File: config.mk
export PLATFORM = sky130hd
export DESIGN_NAME = ladybird_bus_arbiter
export DESIGN_NICKNAME = d
export VERILOG_FILES = /design/src/rtl/ladybird_bus_arbiter.sv
export SDC_FILE = /design/constraint.sdc
export NUM_CORES = 1
export LEC_CHECK = 0
export BUFFER_PORTS_ARGS = -buffer_cell sky130_fd_sc_hd__buf_2
export CORE_AREA = 3 3 119 121
export CTS_BUF_LIST = sky130_fd_sc_hd__clkbuf_4 sky130_fd_sc_hd__clkbuf_8
export DETAILED_ROUTE_END_ITERATION = 16
export DIE_AREA = 0 0 122 124
export PLACE_DENSITY = 0.43
export SYNTH_ARGS = -nofsm -noshare
export SYNTH_HDL_FRONTEND = slang
export SYNTH_SLANG_ARGS = --single-unit
File: constraint.sdc
create_clock -name clk -period 2.2 [get_ports clk]
set_clock_uncertainty 0.15 [all_clocks]
set_input_delay 0.22 -clock clk [delete_from_list [all_inputs] [get_ports clk]]
set_output_delay 0.22 -clock clk [all_outputs]
set_load 0.02 [all_outputs]
File: src/rtl/ladybird_bus_arbiter.sv
// Two-master request arbiter for one ladybird memory slave port; responses are routed back through an in-order owner FIFO.
// Define LADYBIRD_ARB_FIXED_PRIO_EN to give port 0 strict priority instead of round-robin.
module ladybird_bus_arbiter #(
  parameter int XLEN            = 32,
  parameter int MAX_OUTSTANDING = 2
) (
  input  logic                                   clk,
  input  logic                                   anrst,
  input  logic                                   m0_req,
  output logic                                   m0_gnt,
  input  logic [XLEN-1:0]                        m0_addr,
  input  logic [XLEN-1:0]                        m0_wdata,
  input  logic [XLEN/8-1:0]                      m0_wstrb,
  output logic [XLEN-1:0]                        m0_rdata,
  output logic                                   m0_data_gnt,
  input  logic                                   m1_req,
  output logic                                   m1_gnt,
  input  logic [XLEN-1:0]                        m1_addr,
  input  logic [XLEN-1:0]                        m1_wdata,
  input  logic [XLEN/8-1:0]                      m1_wstrb,
  output logic [XLEN-1:0]                        m1_rdata,
  output logic                                   m1_data_gnt,
  output logic                                   s_req,
  input  logic                                   s_gnt,
  output logic [XLEN-1:0]                        s_addr,
  output logic [XLEN-1:0]                        s_wdata,
  output logic [XLEN/8-1:0]                      s_wstrb,
  input  logic [XLEN-1:0]                        s_data,
  input  logic                                   s_data_gnt,
  output logic [$clog2(MAX_OUTSTANDING+1)-1:0]   outstanding,
  output logic                                   err
);

  localparam int CW = $clog2(MAX_OUTSTANDING + 1);
  localparam int PW = (MAX_OUTSTANDING > 1) ? $clog2(MAX_OUTSTANDING) : 1;

  logic          last_q, last_d;
  logic          lock_q, lock_d;
  logic          lock_sel_q, lock_sel_d;
  logic          err_q, err_d;
  logic [CW-1:0] count_q, count_d;
  logic [PW-1:0] wr_ptr_q, wr_ptr_d;
  logic [PW-1:0] rd_ptr_q, rd_ptr_d;
  logic          fifo_q [MAX_OUTSTANDING];

  logic sel;
  logic full;
  logic accept;
  logic pop;
  logic head;

  function automatic logic [PW-1:0] ptr_inc(input logic [PW-1:0] p);
    return (p == PW'(MAX_OUTSTANDING - 1)) ? '0 : p + 1'b1;
  endfunction

  always_comb begin
    sel = 1'b0;
    if (lock_q) begin
      sel = lock_sel_q;
    end else if (m0_req && !m1_req) begin
      sel = 1'b0;
    end else if (!m0_req && m1_req) begin
      sel = 1'b1;
    end else if (m0_req && m1_req) begin
`ifdef LADYBIRD_ARB_FIXED_PRIO_EN
      sel = 1'b0;
`else
      sel = ~last_q;
`endif
    end
  end

  // Full uses only the registered count, so a same-cycle response never reaches s_req.
  assign full   = (count_q == CW'(MAX_OUTSTANDING));
  assign s_req  = anrst && !full && (sel ? m1_req : m0_req);
  assign accept = s_req && s_gnt;

  assign s_addr  = (s_req && sel) ? m1_addr  : m0_addr;
  assign s_wdata = (s_req && sel) ? m1_wdata : m0_wdata;
  assign s_wstrb = (s_req && sel) ? m1_wstrb : m0_wstrb;

  assign m0_gnt = accept && !sel;
  assign m1_gnt = accept && sel;

  assign pop  = s_data_gnt && (count_q != '0);
  assign head = fifo_q[rd_ptr_q];

  assign m0_data_gnt = pop && !head;
  assign m1_data_gnt = pop && head;
  assign m0_rdata    = s_data;
  assign m1_rdata    = s_data;

  assign outstanding = count_q;
  assign err         = err_q;

  always_comb begin
    last_d     = last_q;
    lock_d     = lock_q;
    lock_sel_d = lock_sel_q;
    err_d      = err_q;
    count_d    = count_q;
    wr_ptr_d   = wr_ptr_q;
    rd_ptr_d   = rd_ptr_q;

    if (accept) begin
      last_d   = sel;
      lock_d   = 1'b0;
      wr_ptr_d = ptr_inc(wr_ptr_q);
    end else if (s_req) begin
      lock_d     = 1'b1;
      lock_sel_d = sel;
    end

    if (pop) begin
      rd_ptr_d = ptr_inc(rd_ptr_q);
    end
    if (s_data_gnt && (count_q == '0)) begin
      err_d = 1'b1;
    end

    case ({accept, pop})
      2'b10:   count_d = count_q + 1'b1;
      2'b01:   count_d = count_q - 1'b1;
      default: count_d = count_q;
    endcase
  end

  always_ff @(posedge clk or negedge anrst) begin
    if (!anrst) begin
      last_q     <= 1'b1;
      lock_q     <= 1'b0;
      lock_sel_q <= 1'b0;
      err_q      <= 1'b0;
      count_q    <= '0;
      wr_ptr_q   <= '0;
      rd_ptr_q   <= '0;
    end else begin
      last_q     <= last_d;
      lock_q     <= lock_d;
      lock_sel_q <= lock_sel_d;
      err_q      <= err_d;
      count_q    <= count_d;
      wr_ptr_q   <= wr_ptr_d;
      rd_ptr_q   <= rd_ptr_d;
    end
  end

  // Owner IDs need no reset: entries are only read behind the write pointer.
  always_ff @(posedge clk) begin
    if (accept) begin
      fifo_q[wr_ptr_q] <= sel;
    end
  end

endmodule

Word-level counts from Yosys, hierarchy flattened
Memories as Yosys holds them, arrays and structs flattened.
Index checks and enable logic that the tools add are counted.
Widths: inputs -> output; s select.

cells by class
  add/sub/neg operators = 4
  equality and inequality tests = 3
  multiplexer cells = 15
  bitwise gates (word level) = 2
  reductions and logical operators = 23

operators by type and width
  cell                 count
  $mux 32              2
  $logic_and 1x1->1    13
  $mux 1               11
  $reduce_bool 2->1    3
  $logic_not 1->1      5
  $eq 2x2->1 const B   2
  $mux 4               1
  $pmux 2 s2           1
  $add 1x1->1 const B  2
  $add 2x1->2 const B  1
  $eq 2x1->1 const B   1
  $logic_not 2->1      1
  $not 1->1            2
  $reduce_and 2->1     1
  $sub 2x1->2 const B  1

storage, ports and cells
  register bits after elaboration = 8
  memory bits (writable) = 2
  input port bits = 174
  memories kept = 1

memories
  name    words  width  rd ports  clocked after memory_dff  write ports  RTL line  source
  fifo_q  2      1      1         0                         1            44        logic fifo_q [MAX_OUTSTANDING];

Depth between registers and ports, before layout
  depth in word-level cells = 10
  mapped depth = 7
  depth with buffers taken out = 7

Worst setup path before layout
No wires, ideal clock.

  kind = register to output
  start = register count_q[1] (netlist: outstanding[1])
  end = output s_wdata[10]
  data arrival time = 1.740 ns
  required time = 1.830 ns
  slack = 0.090 ns
  stages on the path, launching flop included = 8
  path buffers = 3
  cells stage by stage = dfrtp_1 -> inv_2 -> o221a_4 -> and2_1 -> buf_2 -> buf_6 -> buf_6 -> mux2_4

between the ends
  longest elaborated chain between the ends = 6

ends and longest elaborated chain
  what                             RTL line  source
  from (decl)                      41        logic [CW-1:0] count_q, count_d;
  from (signal assigned)           142       count_q <= count_d;
  $eq 2x2->1                       74        assign full = (count_q == CW'(MAX_OUTSTANDING));
  $logic_not 1->1                  75        assign s_req = anrst && !full && (sel ? m1_req : m0_req);
  $logic_and 1x1->1 (2 in series)  75
  $logic_and 1x1->1                79        assign s_wdata = (s_req && sel) ? m1_wdata : m0_wdata;
  $mux 32                          79
  to (decl)                        26        output logic [XLEN-1:0] s_wdata,

Every way passes these cells.

Worst setup path after layout
  start = register last_q
  end = output s_addr[21]

between the ends
  longest elaborated chain between the ends = 9

ends and longest elaborated chain
  what                    RTL line  source
  from (decl)             37        logic last_q, last_d;
  from (signal assigned)  138       last_q <= last_d;
  $not 1->1 *             68        sel = ~last_q;
  $mux 1 *                64        end else if (m0_req && m1_req) begin
  $mux 1 *                62        end else if (!m0_req && m1_req) begin
  $mux 1 *                60        end else if (m0_req && !m1_req) begin
  $mux 1 *                58        if (lock_q) begin
  via sel                 46        logic sel;
  $mux 1                  75
  $logic_and 1x1->1       75
  $logic_and 1x1->1 *     78        assign s_addr = (s_req && sel) ? m1_addr : m0_addr;
  $mux 32 *               78
  to (decl)               25        output logic [XLEN-1:0] s_addr,

Mark *: on every way through the listed nets, which the timed path passes. The rest lies on a longest branch.

==> flow_summary.ini <==
[cts]
clock_latency_ns = 0.23
clockRootBuffer = clkbuf_8
ctsLongestPathBuffers = 2
htreeDepth = 1
cts_sinks = 10
clk_pin_slew_worst_paths_ns = 0.05
cts_tree = built
cts_buffers = 3

[route]
wl_per_cell_um = 14.8
viasPerCell = 3.67
drtAntennaViolNets = 0
drt_iter0_drc = 47
routed_wl_mm = 7.66
drc = 0
drt_pass1_iterations = 4
num_vias = 1907

[global_routing]
grt_first_pass_wirelength_mm = 10.1
grt_usage = 0.0872
overflow = 0
grt_pass1_vias = 1889
antenna_found_initial = 0
grt_max_degree = 19

[run]
max-cap-violations = 0

[die]
die_area_mm2 = 0.0151
rows = 42
die_w_um = 122
ioPinCount = 314
start_util = 0.138
core_area_mm2 = 0.0132
die_h_um = 124

[sta]
whs_ns = 0.0561
tns_ns = -0.973
slew_violations = 0
final-hold-violation-count = 0
final-setup-viol-count = 43
period_minus_slack_ns = 2.25
relSlewSlack = 0.791
worst-slew-pin-transition_ns = 0.312
finalCritPeriodShare = 1.02
setup_ws_ns = -0.0488
max_freq_mhz = 445
rsz0062_at_grt = true

[worst_setup_path]
cp.arrival_ns = 1.88
cp.required_ns = 1.83
cp_max_fo = 18
worstSetupStartpointType = flip-flop
crit_path_end_kind = output pin
criticalPathCategory = reg2out
rr_worst_depth = 7

[synthesis]
netlist_area_mm2 = 0.00182
yosys.area.top_type = mux2_1
async_flop_share = 0.800
syn_nets = 357
synth_edf_count = 2
synth_cells = 182
ys_warn_count = 0
ys_seq_area_frac = 0.144
syn_avg_cell_area_um2 = 10.0
ys.flop_type = dfrtp_1
ys_ff_latch = 10
synthDistinctLibCells = 27
yosysTopAreaCellShare = 0.365
netlist_top_cells_area = mux2_1 37%, buf_4 26%, dfrtp_1 9.6%, mux2_4 7.4%, edfxtp_1 3.3%

[pwr]
p_leak_nw = 1.58
ir_drop_mv = 0.265
power_density_mw_per_mm2 = 859

[status]
violations = negative setup slack
status = finished with violations

[layout]
syn_to_final_growth_pct = 65.5
postLayoutCoreUtil = 0.228
final_cell_area_mm2 = 0.00301
diodes = 0
final_layout_size_suffix_gt1_frac = 0.776
nets = 519

[place]
hpwl_mm = 6.14
io_buffers = 217
gp_congestion = 0.869
place_area_mm2 = 0.00267

[min_path]
hold_class = in2reg
min_path_cells = 2
## metal layers
metal / vias up / global-route usage / wire [µm]
met5: - / 0 / 0
met4: 0 / 0.0154 / 108
met3: 22 / 0.0282 / 933
met2: 139 / 0.166 / 3880
met1: 860 / 0.0949 / 2730
li1: 886 / - / -
## metrics by stage
stage,setup WS [ns],std cells,total power [W]
after detailed placement,0.0912,509,0.00206
after global routing,-0.125,519,0.00275
after CTS,-0.115,522,0.00264
final,-0.0488,519,0.00259
after global placement,0.0957,509,0.00205
after floorplan,0.0897,182,0.00166
## sequential cells by signal, summed over array words and instances, names as in the netlist
name	flops
rd_ptr_q	1
fifo_q	2
wr_ptr_q	1
last_q	1
lock_sel_q	1
lock_q	1
err	1
outstanding	2
## cell families (layout without fill, tap and decap cells)
group                    after synthesis  in the layout  synth area share
flip-flops                            10             10             0.144
XOR/XNOR                               5              5            0.0241
buffers and inverters                 75            236             0.299
AO/OA/AOI/OAI                         10             10            0.0495
adder cells (fa/ha/maj)                1              1           0.00688
multiplexers                          69             69             0.445
AND/OR/NAND/NOR                       12             12            0.0316
## area by class of cell
class	instances	area [µm²]
fillers	1450	10200
repair buffers	229	1380
multi-input cells	97	1090
flip-flops and latches	10	262
well taps	176	220
clock buffers	4	48.8
inverters	3	11.3
## repair_timing
| action | CTS | global route |
|---|---|---|
| hold buffers | 1 | 0 |
| endpoints found under the hold margin | 8 | 0 |
| endpoints found under the setup margin | 68 | 68 |
| pin swaps | 1 | 2 |
| gates resized for setup | 41 | 35 |
| gates cloned | 3 | 0 |
| buffers inserted | 5 | 0 |
## worst max-delay path, cell delays in order (launching register included)
cell	delay [ns]
dfstp_2	0.36
a21bo_1	0.19
o21ai_2	0.16
and2_4	0.24
buf_12	0.18
mux2_1	0.34
buf_2	0.16
## path summary, 6_finish.rpt
kind | from | to | slack, ns
setup / recovery | last_q | s_addr[21] | -0.05
hold / removal | s_data_gnt | err | 0.06
setup reg to reg | last_q | outstanding[1] | 0.30
hold reg to reg | err | err | 0.30
max in group asynchronous | anrst | last_q | 1.33
min in group asynchronous | anrst | lock_sel_q | 0.35
## cells in the final DEF (no fill, tap or decap)
master           n
ha_1             1
inv_1            2
edfxtp_1         2
buf_2          191
o221a_4          1
xnor2_1          5
dfrtp_1          7
clkbuf_4         1
and3_1           2
nor2_1           5
a21bo_1          1
buf_12           4
o21a_1           2
nand3_1          2
dfstp_2          1
nand2_2          1
o21ai_2          1
o211ai_1         1
mux2_1          40
inv_2            1
nor2b_1          1
a21o_1           2
mux2_2           1
buf_4            9
mux2_4          27
a22o_1           1
clkbuf_8         3
o21ai_1          1
mux2i_1          1
buf_6           24
dlygate4sd3_1    1
and2_4           1
## Yosys cell counts (all sizes together) (2+ instances only)
cell	n
buf	72
mux2	68
dfrtp	7
nor2	5
xnor2	5
inv	3
a21o	2
and3	2
edfxtp	2
nand3	2
o21a	2
o21ai	2
## power by group
group | switching, W | internal [W]
Sequential | 0.0000576 | 0.000278
Combinational | 0.00103 | 0.00102
Clock | 0.0000649 | 0.000139
(Power assumes the default switching activity.)
